--- config.mk ---
export PLATFORM = sky130hd
export DESIGN_NAME = data_mem_responder_flat
export DESIGN_NICKNAME = d
export VERILOG_FILES = /design/src/rtl/data_mem_responder_if.sv /design/src/rtl/data_mem_responder.sv /design/src/flat_wrapper.sv
export SDC_FILE = /design/constraint.sdc
export NUM_CORES = 2
export LEC_CHECK = 0
export CORE_MARGIN = 5
export CORE_UTILIZATION = 24
export DETAILED_ROUTE_END_ITERATION = 7
export HOLD_SLACK_MARGIN = 0.15
export PLACE_DENSITY = 0.39
export SYNTH_ARGS = -nofsm -noshare
export SYNTH_HDL_FRONTEND = slang
export SYNTH_SLANG_ARGS = --single-unit
--- constraint.sdc ---
create_clock -name Clock -period 4 [get_ports Clock]
set_clock_uncertainty 0.05 [all_clocks]
set_input_delay 0.8 -clock Clock [delete_from_list [all_inputs] [get_ports Clock]]
set_output_delay 0.8 -clock Clock [all_outputs]
set_load 0.02 [all_outputs]
--- src/rtl/data_mem_responder_if.sv ---
// Core data-port bundle between the core (master) and the data-memory responder (slave).
interface data_mem_responder_if #(
    parameter int WORD_SIZE = 16
);
    logic [WORD_SIZE-1:0] DataAddr;
    logic [WORD_SIZE-1:0] DataOut;
    logic                 WriteData;
    logic                 ReadData;
    logic [WORD_SIZE-1:0] DataIn;
    logic                 DataDone;

    modport master (output DataAddr, DataOut, WriteData, ReadData, input DataIn, DataDone);
    modport slave  (input DataAddr, DataOut, WriteData, ReadData, output DataIn, DataDone);
endinterface

--- src/rtl/data_mem_responder.sv ---
// Data-memory responder: word RAM behind a 2-stage response pipeline (read data 2 cycles after request).
// Optional MMIO (LEDR at 16'hFFF0, SW at 16'hFFF1) enabled by defining DATA_MMIO_EN.
module data_mem_responder #(
    parameter int    WORD_SIZE = 16,
    parameter int    DEPTH     = 256,
    parameter string INIT_FILE = ""
) (
    input  logic                 Clock,
    input  logic                 Resetn,
`ifdef DATA_MMIO_EN
    output logic [WORD_SIZE-1:0] LEDR,
    input  logic [WORD_SIZE-1:0] SW,
`endif
    data_mem_responder_if.slave  bus
);
    localparam int ADDR_BITS = $clog2(DEPTH);

    typedef enum logic [1:0] {SEL_NONE, SEL_RAM, SEL_LED, SEL_SW} sel_t;

    logic [WORD_SIZE-1:0] mem [DEPTH];
    logic [1:0]           vld_pipe;
    logic                 s1_rd;
    sel_t                 s1_sel;
    logic [ADDR_BITS-1:0] s1_addr;
    logic [WORD_SIZE-1:0] data_in;
    logic [WORD_SIZE-1:0] rd_word;
    logic                 req;
    sel_t                 sel;

    assign req = bus.ReadData | bus.WriteData;

    // Only the low ADDR_BITS index the RAM, and only once the upper bits are known to be zero.
    always_comb begin
        sel = SEL_NONE;
        if (bus.DataAddr[WORD_SIZE-1:ADDR_BITS] == '0) sel = SEL_RAM;
`ifdef DATA_MMIO_EN
        else if (bus.DataAddr == WORD_SIZE'(16'hFFF0)) sel = SEL_LED;
        else if (bus.DataAddr == WORD_SIZE'(16'hFFF1)) sel = SEL_SW;
`endif
    end

    // RAM survives reset; a write commits at the stage-1 edge so a read issued in the same cycle
    // or the next one sees the new value.
    always_ff @(posedge Clock) begin
        if (Resetn && bus.WriteData && sel == SEL_RAM)
            mem[bus.DataAddr[ADDR_BITS-1:0]] <= bus.DataOut;
    end

`ifdef DATA_MMIO_EN
    always_ff @(posedge Clock) begin
        if (!Resetn)                                  LEDR <= '0;
        else if (bus.WriteData && sel == SEL_LED)     LEDR <= bus.DataOut;
    end
`endif

    always_comb begin
        rd_word = '0;
        if (vld_pipe[0] && s1_rd) begin
            case (s1_sel)
                SEL_RAM: rd_word = mem[s1_addr];
`ifdef DATA_MMIO_EN
                SEL_LED: rd_word = LEDR;
                SEL_SW:  rd_word = SW;
`endif
                default: rd_word = '0;
            endcase
        end
    end

    always_ff @(posedge Clock) begin
        if (!Resetn) begin
            vld_pipe <= '0;
            s1_rd    <= 1'b0;
            s1_sel   <= SEL_NONE;
            s1_addr  <= '0;
            data_in  <= '0;
        end else begin
            vld_pipe <= {vld_pipe[0], req};
            s1_rd    <= bus.ReadData;
            s1_sel   <= sel;
            s1_addr  <= bus.DataAddr[ADDR_BITS-1:0];
            data_in  <= rd_word;
        end
    end

    assign bus.DataIn   = data_in;
    assign bus.DataDone = vld_pipe[1];
endmodule
--- src/flat_wrapper.sv ---
// flat-port wrapper written by rule: the top's interface ports become plain ports
module data_mem_responder_flat 
#(
    parameter int    WORD_SIZE = 16,
    parameter int    DEPTH     = 256,
    parameter string INIT_FILE = ""
)
  (Clock, Resetn, bus_DataAddr, bus_DataOut, bus_WriteData, bus_ReadData, bus_DataIn, bus_DataDone);
  data_mem_responder_if #(.WORD_SIZE(WORD_SIZE)) bus_i ();
  input  logic Clock;
  input  logic Resetn;
  input wire logic [$bits(bus_i.DataAddr)-1:0] bus_DataAddr;
  input wire logic [$bits(bus_i.DataOut)-1:0] bus_DataOut;
  input wire logic [$bits(bus_i.WriteData)-1:0] bus_WriteData;
  input wire logic [$bits(bus_i.ReadData)-1:0] bus_ReadData;
  output wire logic [$bits(bus_i.DataIn)-1:0] bus_DataIn;
  output wire logic [$bits(bus_i.DataDone)-1:0] bus_DataDone;
  assign bus_i.DataAddr = bus_DataAddr;
  assign bus_i.DataOut = bus_DataOut;
  assign bus_i.WriteData = bus_WriteData;
  assign bus_i.ReadData = bus_ReadData;
  assign bus_DataIn = bus_i.DataIn;
  assign bus_DataDone = bus_i.DataDone;
  data_mem_responder #(.WORD_SIZE(WORD_SIZE), .DEPTH(DEPTH), .INIT_FILE(INIT_FILE)) u_core (.Clock(Clock), .Resetn(Resetn), .bus(bus_i));
endmodule
==> impl_metrics.toml <==
[cts]
cts.sinks = 4124
clk_pin_slew_worst_paths_ps = 60
cts_tree = "yes"
numCtsBuffers = 446
clk_latency_ps = 1040
cts-root-buf = "clkbuf_16"
clock_path_buffers = 4
h-tree-depth = 5

[timing]
finalWorstSetupSlack_ps = -19.9
rsz0062_at_grt = "false"
slew_headroom_pct = 11.1
max_freq_mhz = 249
setup_viol = 1
slew_viol_final = 0
fin_hold_ws_ps = 230
min_period_over_period_pct = 100
min_period_ps = 4020
worst_pin_slew_ps = 1330
report.final.hold_viol_count = 0

[min_path]
worstHoldStart = "bus_DataOut[4]"
hold_path_end = "u_core.mem[25][4]"
min_path_cells = 1
min_path_type = "in2reg"

[floorplanning]
start_util_pct = 24.1
rows = 298
dieArea_um2 = 678000
boundaryPins = 53
chipHeight_um = 823
die-width_um = 823
coreArea_um2 = 659000

[global_routing]
grt_max_degree = 85
track_usage_pct = 15.8
gr-total-overflow = 0
antenna_found_initial = 55
first_global_vias = 82800
grt_pass1_wl_um = 746000

[critical_path]
r2r_start = "u_core.s1_addr[1]"
worstSetupStartpointType = "register"
arrival_ps = 4780
crit_required_ps = 4760
end_kind = "register"
r2r.worst_path.cells = 9
path_max_fanout = 20
r2r-end = "u_core.bus.DataIn[4]"
r2r_slack_ps = -20
critical_path_class = "reg2reg"

[yosys]
netlist_instances = 7363
ys_async_sr_fraction_pct = 0
synth.net_count = 7399
synth_edf_count = 4096
syn_avg_cell_area_um2 = 21.6
ys_seq_area_share_pct = 77.9
synthDistinctLibCells = 67
synth_flop_cell = "edfxtp_1"
ys_ff_latch = 4124
syn_area_um2 = 159000
yosysWarnings = 0

[route]
ant_nets = 0
drc = 0
totalWireLength_um = 554000
drt-wirelength-per-cell_um = 31.7
via_count = 81400
dr.first_iter.drc_count = 8876
first_pass_iters = 6
via_per_inst = 4.65

[power_and_ir_drop]
p_switching_uw = 21200
clockPowerShare_pct = 44.9
p_int_uw = 74000
ir_drop_v = 0.000378
power_density_nw_per_um2 = 491
netSwitchingFraction_pct = 22.2
power_frac_seq_pct = 49.9
combPwrFrac_pct = 5.1
p_leak_uw = 0.0592

[finish]
fill_cells = 63800
mostFrequentLayoutCells = "edfxtp_1 (4096), mux4_2 (755), buf_4 (661), mux2i_1 (457), clkbuf_16 (449)"
area_growth_pct = 22.0
final_common_cell = "edfxtp_1"
final_layout_size_suffix_gt1_share_pct = 29.3
final_core_util_pct = 29.4
finalNetCount = 8432
multi_input_area_um2 = 32400
regArea_um2 = 124000

[outcome]
violations = "setup timing"
outcome = "finished with violations"

[placement]
dp_hpwl_um = 371000
gp_congestion = 0.832
numPortBuffers = 52

[run]
maxCapViolations = 0
==> worst max-delay path by stage <==
stage | from | slack [ps] | cells after the start | to
2_1_floorplan | bus_DataAddr[11] | 430 | 7 | u_core.mem[117][0]
3_3_place_gp | bus_DataAddr[11] | -560 | 11 | u_core.mem[217][12]
3_5_place_dp | bus_DataAddr[11] | -530 | 11 | u_core.mem[217][12]
4_1_cts | u_core.s1_addr[1] | 20 | 11 | u_core.bus.DataIn[6]
5_1_grt | u_core.s1_addr[1] | 10 | 9 | u_core.bus.DataIn[4]
6_report | u_core.s1_addr[1] | -20 | 9 | u_core.bus.DataIn[4]
==> per-layer routing <==
metal / global-route usage (%) / vias to the layer above / routed length [um] / part of all wire, %
met5: 0 / - / 57 / 0.010
met3: 2.37 / 568 / 32500 / 5.9
met4: 3.27 / 10 / 12200 / 2.2
li1: - / 33400 / - / -
met2: 25.5 / 2748 / 259000 / 47
met1: 22.7 / 44700 / 251000 / 45
==> area by class of cell <==
type,instances,area share (%)
tap,8700,5.62
sequential,4124,63.8
clock buffer,525,5.96
timing repair buffer,1011,5.92
inverter,3,0.00840
antenna,20,0.0258
multi-input combinational,2810,16.8
clock inverter,311,1.89
==> flip-flops by register name, summed over array words and instances, names as in the netlist <==
register	flops
u_core.s1_sel	1
u_core.vld_pipe	2
u_core.bus.DataIn	16
u_core.s1_rd	1
u_core.s1_addr	8
u_core.mem	4096
==> per-stage QoR <==
step / std cells / TNS (ps) / power [uW] / instance area [um^2] / setup WS, ps
floorplan: 7363 / 0 / 50500 / 159000 / 427
global placement: 16600 / -835790 / 53400 / 178000 / -562
detailed placement: 16600 / -820330 / 53400 / 178000 / -531
CTS: 17500 / 0 / 96200 / 194000 / 19.5
global route: 17500 / 0 / 98200 / 194000 / 11.7
finish: 17500 / -19.9 / 95100 / 194000 / -19.9
==> worst max-delay path, cell delays in order (launching register included) <==
cell and delay, ps:
dfxtp_4 410, or2_4 480, buf_12 260, o221ai_1 490, o22ai_1 210, a211o_1 460, nor4_2 280, nand4_1 360
buf_12 280, o21ai_1 490
==> logic make-up (layout without fill, tap and decap cells) <==
| group | count (synthesis) | count (layout) | synth area share (%) |
|---|---|---|---|
| DFF | 4124 | 4124 | 77.9 |
| muxes | 1269 | 1269 | 14.5 |
| AOI/OAI and AO/OA | 772 | 772 | 3.36 |
| and+or+nand+nor | 769 | 769 | 2.23 |
| buffers and inverters | 429 | 1850 | 2.01 |
| other | 0 | 20 | 0 |
==> cell usage after synthesis (16+ instances only) <==
cell	count	area [um^2]
buf_1	19	71.3
a2111oi_0	31	272
nor2_1	344	1290
a211oi_1	37	278
nand2_1	107	402
buf_12	22	440
o221ai_1	147	1290
dfxtp_1	28	561
clkbuf_1	114	428
a22oi_1	72	541
o21ai_0	103	515
edfxtp_1	4096	123000
a21oi_1	89	445
buf_6	65	732
nand4_1	16	100
o22ai_1	223	1400
buf_8	26	390
and2_1	21	131
nor4_1	48	300
mux2i_1	457	4570
buf_4	44	330
nor3_1	75	375
buf_2	119	596
mux4_2	755	17000
mux4_1	56	1470
nand3_1	106	531
==> what timing repair did <==
| action | 4_1_cts | 5_1_grt |
|---|---|---|
| cloned | 0 | 0 |
| hold buffers | 3 | 0 |
| gates resized for setup | 6 | 4 |
| setup endpoints to repair | 5 | 3 |
| buffers inserted | 0 | 0 |
| endpoints found under the hold margin | 29 | 0 |
==> power by group through the flow <==
stage	Clock [uW]	Combinational [uW]	Sequential [uW]
6_report	42700	4890	47500
5_1_grt	45600	5100	47500
4_1_cts	43700	4990	47500
3_5_place_dp	0	4980	48400
3_3_place_gp	0	4960	48400
2_1_floorplan	0	2100	48400
(Power assumes the default switching activity.)
